$ cat src/rtl/instr_fetch_if.sv
// Fetch-stage bus: ROM port, execute-stage control and the decoded
// instruction register. The fetch block drives it through the master view.
interface instr_fetch_if #(
  parameter int IW = 35
);
  logic [7:0]    rom_addr;
  logic [IW-1:0] rom_data;
  logic          stall;
  logic          br_taken;
  logic [7:0]    br_target;
  logic [IW-1:0] ir;
  logic          ir_valid;
  logic [7:0]    ir_pc;
  logic [3:0]    op;
  logic [2:0]    cc;
  logic [9:0]    src;
  logic [9:0]    dst;
  logic [7:0]    tgt;
  logic [15:0]   bubble_cnt;

  modport master (
    output rom_addr, ir, ir_valid, ir_pc, op, cc, src, dst, tgt, bubble_cnt,
    input  rom_data, stall, br_taken, br_target
  );

  modport slave (
    input  rom_addr, ir, ir_valid, ir_pc, op, cc, src, dst, tgt, bubble_cnt,
    output rom_data, stall, br_taken, br_target
  );
endinterface

$ cat src/rtl/instr_fetch.sv
// Single-stage instruction fetch: reads an asynchronous program ROM at the
// PC, registers the word into ir, and handles stall and taken-branch flush.
module instr_fetch #(
  parameter logic [7:0] RESET_PC = 8'd0,
  parameter int         IW       = 35
) (
  input logic          clk,
  input logic          reset,
  instr_fetch_if.master bus
);

  typedef enum logic [1:0] {
    S_BOOT  = 2'd0,
    S_RUN   = 2'd1,
    S_HOLD  = 2'd2,
    S_FLUSH = 2'd3
  } state_t;

  state_t        r_state;
  logic [7:0]    r_pc;
  logic [IW-1:0] r_ir;
  logic [7:0]    r_ir_pc;
  logic          r_ir_valid;
  logic [15:0]   r_bubble_cnt;

  logic          w_br_take;
  logic          w_valid_next;

  // A branch only counts when it belongs to a real instruction in ir;
  // bubbles (boot, flush) can never redirect the PC.
  always_comb begin
    w_br_take = bus.br_taken && r_ir_valid &&
                ((r_state == S_RUN) || (r_state == S_HOLD));
  end

  // Value ir_valid will take after the coming edge, used by the bubble counter.
  always_comb begin
    w_valid_next = r_ir_valid;
    if (r_state == S_BOOT) begin
      w_valid_next = 1'b0;
    end else if (w_br_take) begin
      w_valid_next = 1'b0;
    end else if (!bus.stall) begin
      w_valid_next = 1'b1;
    end
  end

  // Fetch FSM: branch beats stall, stall freezes everything, otherwise fetch.
  // FLUSH follows the same rules as RUN; its ir_valid is already 0 so the
  // branch qualifier keeps it from being redirected again.
  always_ff @(posedge clk or posedge reset) begin
    if (reset) begin
      r_state    <= S_BOOT;
      r_pc       <= RESET_PC;
      r_ir       <= '0;
      r_ir_pc    <= 8'd0;
      r_ir_valid <= 1'b0;
    end else begin
      case (r_state)
        S_BOOT: begin
          r_state <= S_RUN;
        end
        S_RUN, S_HOLD, S_FLUSH: begin
          if (w_br_take) begin
            r_pc       <= bus.br_target;
            r_ir_valid <= 1'b0;
            r_state    <= S_FLUSH;
          end else if (bus.stall) begin
            r_state <= S_HOLD;
          end else begin
            r_ir       <= bus.rom_data;
            r_ir_pc    <= r_pc;
            r_ir_valid <= 1'b1;
            r_pc       <= r_pc + 8'd1;
            r_state    <= S_RUN;
          end
        end
        default: begin
          r_state <= S_BOOT;
        end
      endcase
    end
  end

  // Saturating count of cycles that leave a bubble in ir.
  always_ff @(posedge clk or posedge reset) begin
    if (reset) begin
      r_bubble_cnt <= 16'd0;
    end else if (!w_valid_next && (r_bubble_cnt != 16'hFFFF)) begin
      r_bubble_cnt <= r_bubble_cnt + 16'd1;
    end
  end

  assign bus.rom_addr   = r_pc;
  assign bus.ir         = r_ir;
  assign bus.ir_valid   = r_ir_valid;
  assign bus.ir_pc      = r_ir_pc;
  assign bus.bubble_cnt = r_bubble_cnt;

  // Instruction fields are plain slices of ir, no extra register stage.
  assign bus.op  = r_ir[34:31];
  assign bus.cc  = r_ir[30:28];
  assign bus.src = r_ir[27:18];
  assign bus.dst = r_ir[17:8];
  assign bus.tgt = r_ir[7:0];

endmodule

$ cat src/flat_wrapper.sv
// flat-port wrapper written by rule: the top's interface ports become plain ports
module instr_fetch_flat 
#(
  parameter logic [7:0] RESET_PC = 8'd0,
  parameter int         IW       = 35
)
  (clk, reset, bus_rom_addr, bus_ir, bus_ir_valid, bus_ir_pc, bus_op, bus_cc, bus_src, bus_dst, bus_tgt, bus_bubble_cnt, bus_rom_data, bus_stall, bus_br_taken, bus_br_target);
  instr_fetch_if #(.IW(IW)) bus_i ();
  input logic clk;
  input logic reset;
  output wire logic [$bits(bus_i.rom_addr)-1:0] bus_rom_addr;
  output wire logic [$bits(bus_i.ir)-1:0] bus_ir;
  output wire logic [$bits(bus_i.ir_valid)-1:0] bus_ir_valid;
  output wire logic [$bits(bus_i.ir_pc)-1:0] bus_ir_pc;
  output wire logic [$bits(bus_i.op)-1:0] bus_op;
  output wire logic [$bits(bus_i.cc)-1:0] bus_cc;
  output wire logic [$bits(bus_i.src)-1:0] bus_src;
  output wire logic [$bits(bus_i.dst)-1:0] bus_dst;
  output wire logic [$bits(bus_i.tgt)-1:0] bus_tgt;
  output wire logic [$bits(bus_i.bubble_cnt)-1:0] bus_bubble_cnt;
  input wire logic [$bits(bus_i.rom_data)-1:0] bus_rom_data;
  input wire logic [$bits(bus_i.stall)-1:0] bus_stall;
  input wire logic [$bits(bus_i.br_taken)-1:0] bus_br_taken;
  input wire logic [$bits(bus_i.br_target)-1:0] bus_br_target;
  assign bus_rom_addr = bus_i.rom_addr;
  assign bus_ir = bus_i.ir;
  assign bus_ir_valid = bus_i.ir_valid;
  assign bus_ir_pc = bus_i.ir_pc;
  assign bus_op = bus_i.op;
  assign bus_cc = bus_i.cc;
  assign bus_src = bus_i.src;
  assign bus_dst = bus_i.dst;
  assign bus_tgt = bus_i.tgt;
  assign bus_bubble_cnt = bus_i.bubble_cnt;
  assign bus_i.rom_data = bus_rom_data;
  assign bus_i.stall = bus_stall;
  assign bus_i.br_taken = bus_br_taken;
  assign bus_i.br_target = bus_br_target;
  instr_fetch #(.RESET_PC(RESET_PC), .IW(IW)) u_core (.clk(clk), .reset(reset), .bus(bus_i));
endmodule
$ cat config.mk
export PLATFORM = sky130hd
export DESIGN_NAME = instr_fetch_flat
export DESIGN_NICKNAME = d
export VERILOG_FILES = /design/src/rtl/instr_fetch_if.sv /design/src/rtl/instr_fetch.sv /design/src/flat_wrapper.sv
export SDC_FILE = /design/constraint.sdc
export NUM_CORES = 1
export LEC_CHECK = 0
export CORE_ASPECT_RATIO = 1.25
export CORE_MARGIN = 5
export CORE_UTILIZATION = 31
export CTS_CLUSTER_SIZE = 16
export DETAILED_ROUTE_END_ITERATION = 7
export HOLD_SLACK_MARGIN = 0.08
export SLEW_MARGIN = 20
export SYNTH_ARGS = -nofsm -noshare
export SYNTH_HDL_FRONTEND = slang
export SYNTH_SLANG_ARGS = --single-unit
$ cat constraint.sdc
create_clock -name clk -period 5.6 [get_ports clk]
set_input_delay 0.56 -clock clk [delete_from_list [all_inputs] [get_ports clk]]
set_output_delay 0.56 -clock clk [all_outputs]
set_load 0.01 [all_outputs]
==> summary.md <==
| Metric | Value |
|---|---|
| Status | `finished clean` |
| Initial cell density of the core | `31.48%` |
| Crit path required time | `5810 ps` |
| Post-Synth Simple-Gate Area | `10.97%` |
| Pins Over Slew Limit | `0` |
| Routed WL | `7994 um` |
| Vias post-DR | `2411` |
| Mux contribution to synthesized area | `14.98%` |
| Critical Path AT | `2690 ps` |
| PwrDens | `560.6 nW/um^2` |
| Clk sink count | `70` |
| Mapped Avg Cell Area | `12.34 um^2` |
| Initial antenna violation count | `0` |
| Crit Path Class | `reg -> reg` |
| CTS buffer count | `9` |
| Crit path max fanout | `31` |
| RR Endpoint | `u_core.bus.ir[32]` |
| FFs w/ async S/R, synth | `100.0%` |
| Final worst-path setup slack | `3124 ps` |
| Ant. Diodes | `0` |
| Sequential fraction of the synthesis area | `52.95%` |
| Non-Filler Instances | `521` |
| Setup TNS | `0 ps` |
| Adder-Cell Fraction of Synth Area | `1.135%` |
| Hold EP | `u_core.bus.ir_pc[7]` |
| Synth Cell Area | `3308 um^2` |
| FF-to-FF path depth | `6` |
| First-pass GRT wire length | `12560 um` |
| Combinational family with the most area after synthesis | `multiplexers` |
| CTS max path bufs | `2` |
| Final Wtd Congestion | `0.7559` |
| Layout cells sized above 1 | `16.20%` |
| Die H | `125.5 um` |
| Hold Vio Cnt, Final | `0` |
| LEAKAGE | `2.021 nW` |
| FMAX | `0.4039 GHz` |
| RSZ-0062 raised after global routing | `no` |
| Xor and xnor area share after synthesis | `3.971%` |
| Final setup fails | `0` |
| Compound-Gate Fraction of Synth Area | `4.879%` |
| Yosys warning count | `0` |
| DP HPWL | `5828 um` |
| Post-synth EDFFs | `0` |
| Die area | `12850 um^2` |
| Max incr delay on CP | `500 ps` |
| Largest net degree at the start of global routing | `71` |
| First-pass iteration count of the detailed router | `4` |
| CTS tree | `yes` |
| Peak VDD IR | `234.6 uV` |
| Ys flop type | `dfrtp_1` |
| Worst Skew | `5.910 ps` |
| Synthesized flop and latch total | `70` |
| Worst hold path depth | `1` |
| Yosys cell types | `33` |
| Buf/Inv on CP | `2` |
| Row count | `42` |
| IO Port Bufs | `149` |
| Area delta synth->final | `49.77%` |
| Design Power | `2.778 mW` |
| Remaining antenna violation count after routing | `0` |
| Clock Pin Slew Worst Setup and Hold Paths | `60 ps` |
| Clk root buf | `clkbuf_16` |
| Clk Latency, worst-skew pair | `330 ps` |
| Largest delay share family, worst path | `simple AND/OR/NAND/NOR gates` |
| Slew HR | `32.04%` |
| Internal reg-to-reg setup slack | `3120 ps` |
| Post-synthesis cell count | `268` |
| Die span in x | `102.4 um` |
| Critical Path Slowest Stage Cell | `nor3_4` |
| Hold Buf Count CTS | `0` |
| Syn nets | `318` |
| Routed WL per cell | `15.34 um` |
| Post-CTS setup buffer count | `0` |
| Residual overflow from global routing | `0` |
| IO Count | `150` |
| Hold_sp | `u_core.bus.ir_pc[7]` |
| Commonest non-fill, non-tap cell in the layout | `clkdlybuf4s50_1` |
| DR iter-0 viols | `45` |
| Cells after DPL | `505` |
| Slew @ Worst Pin | `1011 ps` |
| Fin util | `47.14%` |
| Worst Hold Class | `reg -> reg` |
| H-tree levels | `3` |
| Drt via density | `4.628` |
| Final period utilization | `44.22%` |
| Startpoint types | `flip-flop` |
| Net count, final | `434` |
| DRC | `0` |
| Worst reg2reg path startpoint | `u_core.r_state[0]` |
| Setup crit end kind | `flip-flop` |
| Place WS | `2764 ps` |
| Most frequent cells in the layout | `clkdlybuf4s50_1, dfrtp_1, mux2_2` |
| Number of global-route vias before repair | `2428` |
| Crit path time final | `2476 ps` |
| Max-cap viol count | `0` |
| Post-cts resize count | `0` |
| Crit path cell chain | `inv_1, ha_1, and3_1, nor3_4, buf_4, mux2_2` |
| GRT Util Overall | `12.43%` |
| Core Region | `10510 um^2` |
==> cells in the mapped netlist, types with 2 or more instances <==
cell       n  area, um^2
dfrtp_1   70        1752
mux2_2    40       450.4
buf_4     36       270.3
xor2_1    15       131.4
nor2_1    12       45.04
nand2_1   10       37.54
o22a_1     9       78.83
nor3_1     8       40.04
a21oi_1    7       35.03
nand4_1    7       43.79
buf_6      5       56.30
inv_1      5       18.77
nand3_1    5       25.02
and3_1     4       25.02
mux2_1     4       45.04
ha_1       3       37.54
nor4_1     3       18.77
a31oi_1    2       12.51
and2_1     2       12.51
and4b_1    2       20.02
buf_2      2       10.01
clkbuf_1   2       7.510
nor3_4     2       32.53
nor3b_1    2       15.01
nor4_2     2       25.02
o22ai_1    2       12.51
==> final cells by class <==
| type | instances | area [um^2] |
|---|---|---|
| clock buffers | 10 | 239.0 |
| well taps | 132 | 165.2 |
| inverters | 5 | 18.77 |
| repair buffers | 151 | 1506 |
| multi-input cells | 147 | 1189 |
| clock inverters | 6 | 85.08 |
| fillers | 1022 | 5555 |
| flip-flops and latches | 70 | 1752 |
==> routing by layer <==
metal,global-route usage (%),part of all wire [%],vias to the layer above
met5,0,0,-
met4,5.560,1.9,0
met3,3.844,8.7,13
met2,19.59,48,96
met1,15.49,42,1158
li1,-,-,1144
==> flip-flops by register name, indices dropped and copies added, names as in the netlist <==
register	cells
u_core.bus.ir	35
u_core.r_state	2
u_core.bus.ir_pc	8
u_core.bus.rom_addr	8
u_core.bus.ir_valid	1
u_core.bus.bubble_cnt	16
==> cell families (layout without fill, tap and decap cells) <==
group / count (synthesis) / in the layout
xor gates and xnor gates: 15 / 15
and+or+nand+nor: 62 / 62
muxes: 44 / 44
AOI/OAI and AO/OA: 23 / 23
adders and majority gates: 3 / 3
buffers and inverters: 51 / 172
DFF: 70 / 70
==> report_power, final <==
group	switching (mW)	total, mW	internal, mW
clock network	0.216	0.616	0.400
registers	0.199	0.917	0.717
logic	0.479	1.24	0.765
==> through the flow <==
stage	cell area (um^2)	hold slack, ps
CTS	4955	510.6
global placement	4631	490.0
detailed placement	4631	497.6
global route	4955	536.7
floorplan	3308	521.7
finish	4955	505.7
==> worst max-delay path by stage <==
stage                           start                        to  cells past startpoint
finish              u_core.r_state[0]         u_core.bus.ir[32]                      6
CTS                 u_core.r_state[0]         u_core.bus.ir[32]                      6
detailed placement       bus_br_taken         u_core.bus.ir[32]                      5
floorplan                       reset  u_core.bus.bubble_cnt[0]                      1
global placement         bus_br_taken         u_core.bus.ir[27]                      5
global route        u_core.r_state[0]          u_core.bus.ir[3]                      6
Power figures use the tool's default switching activity.
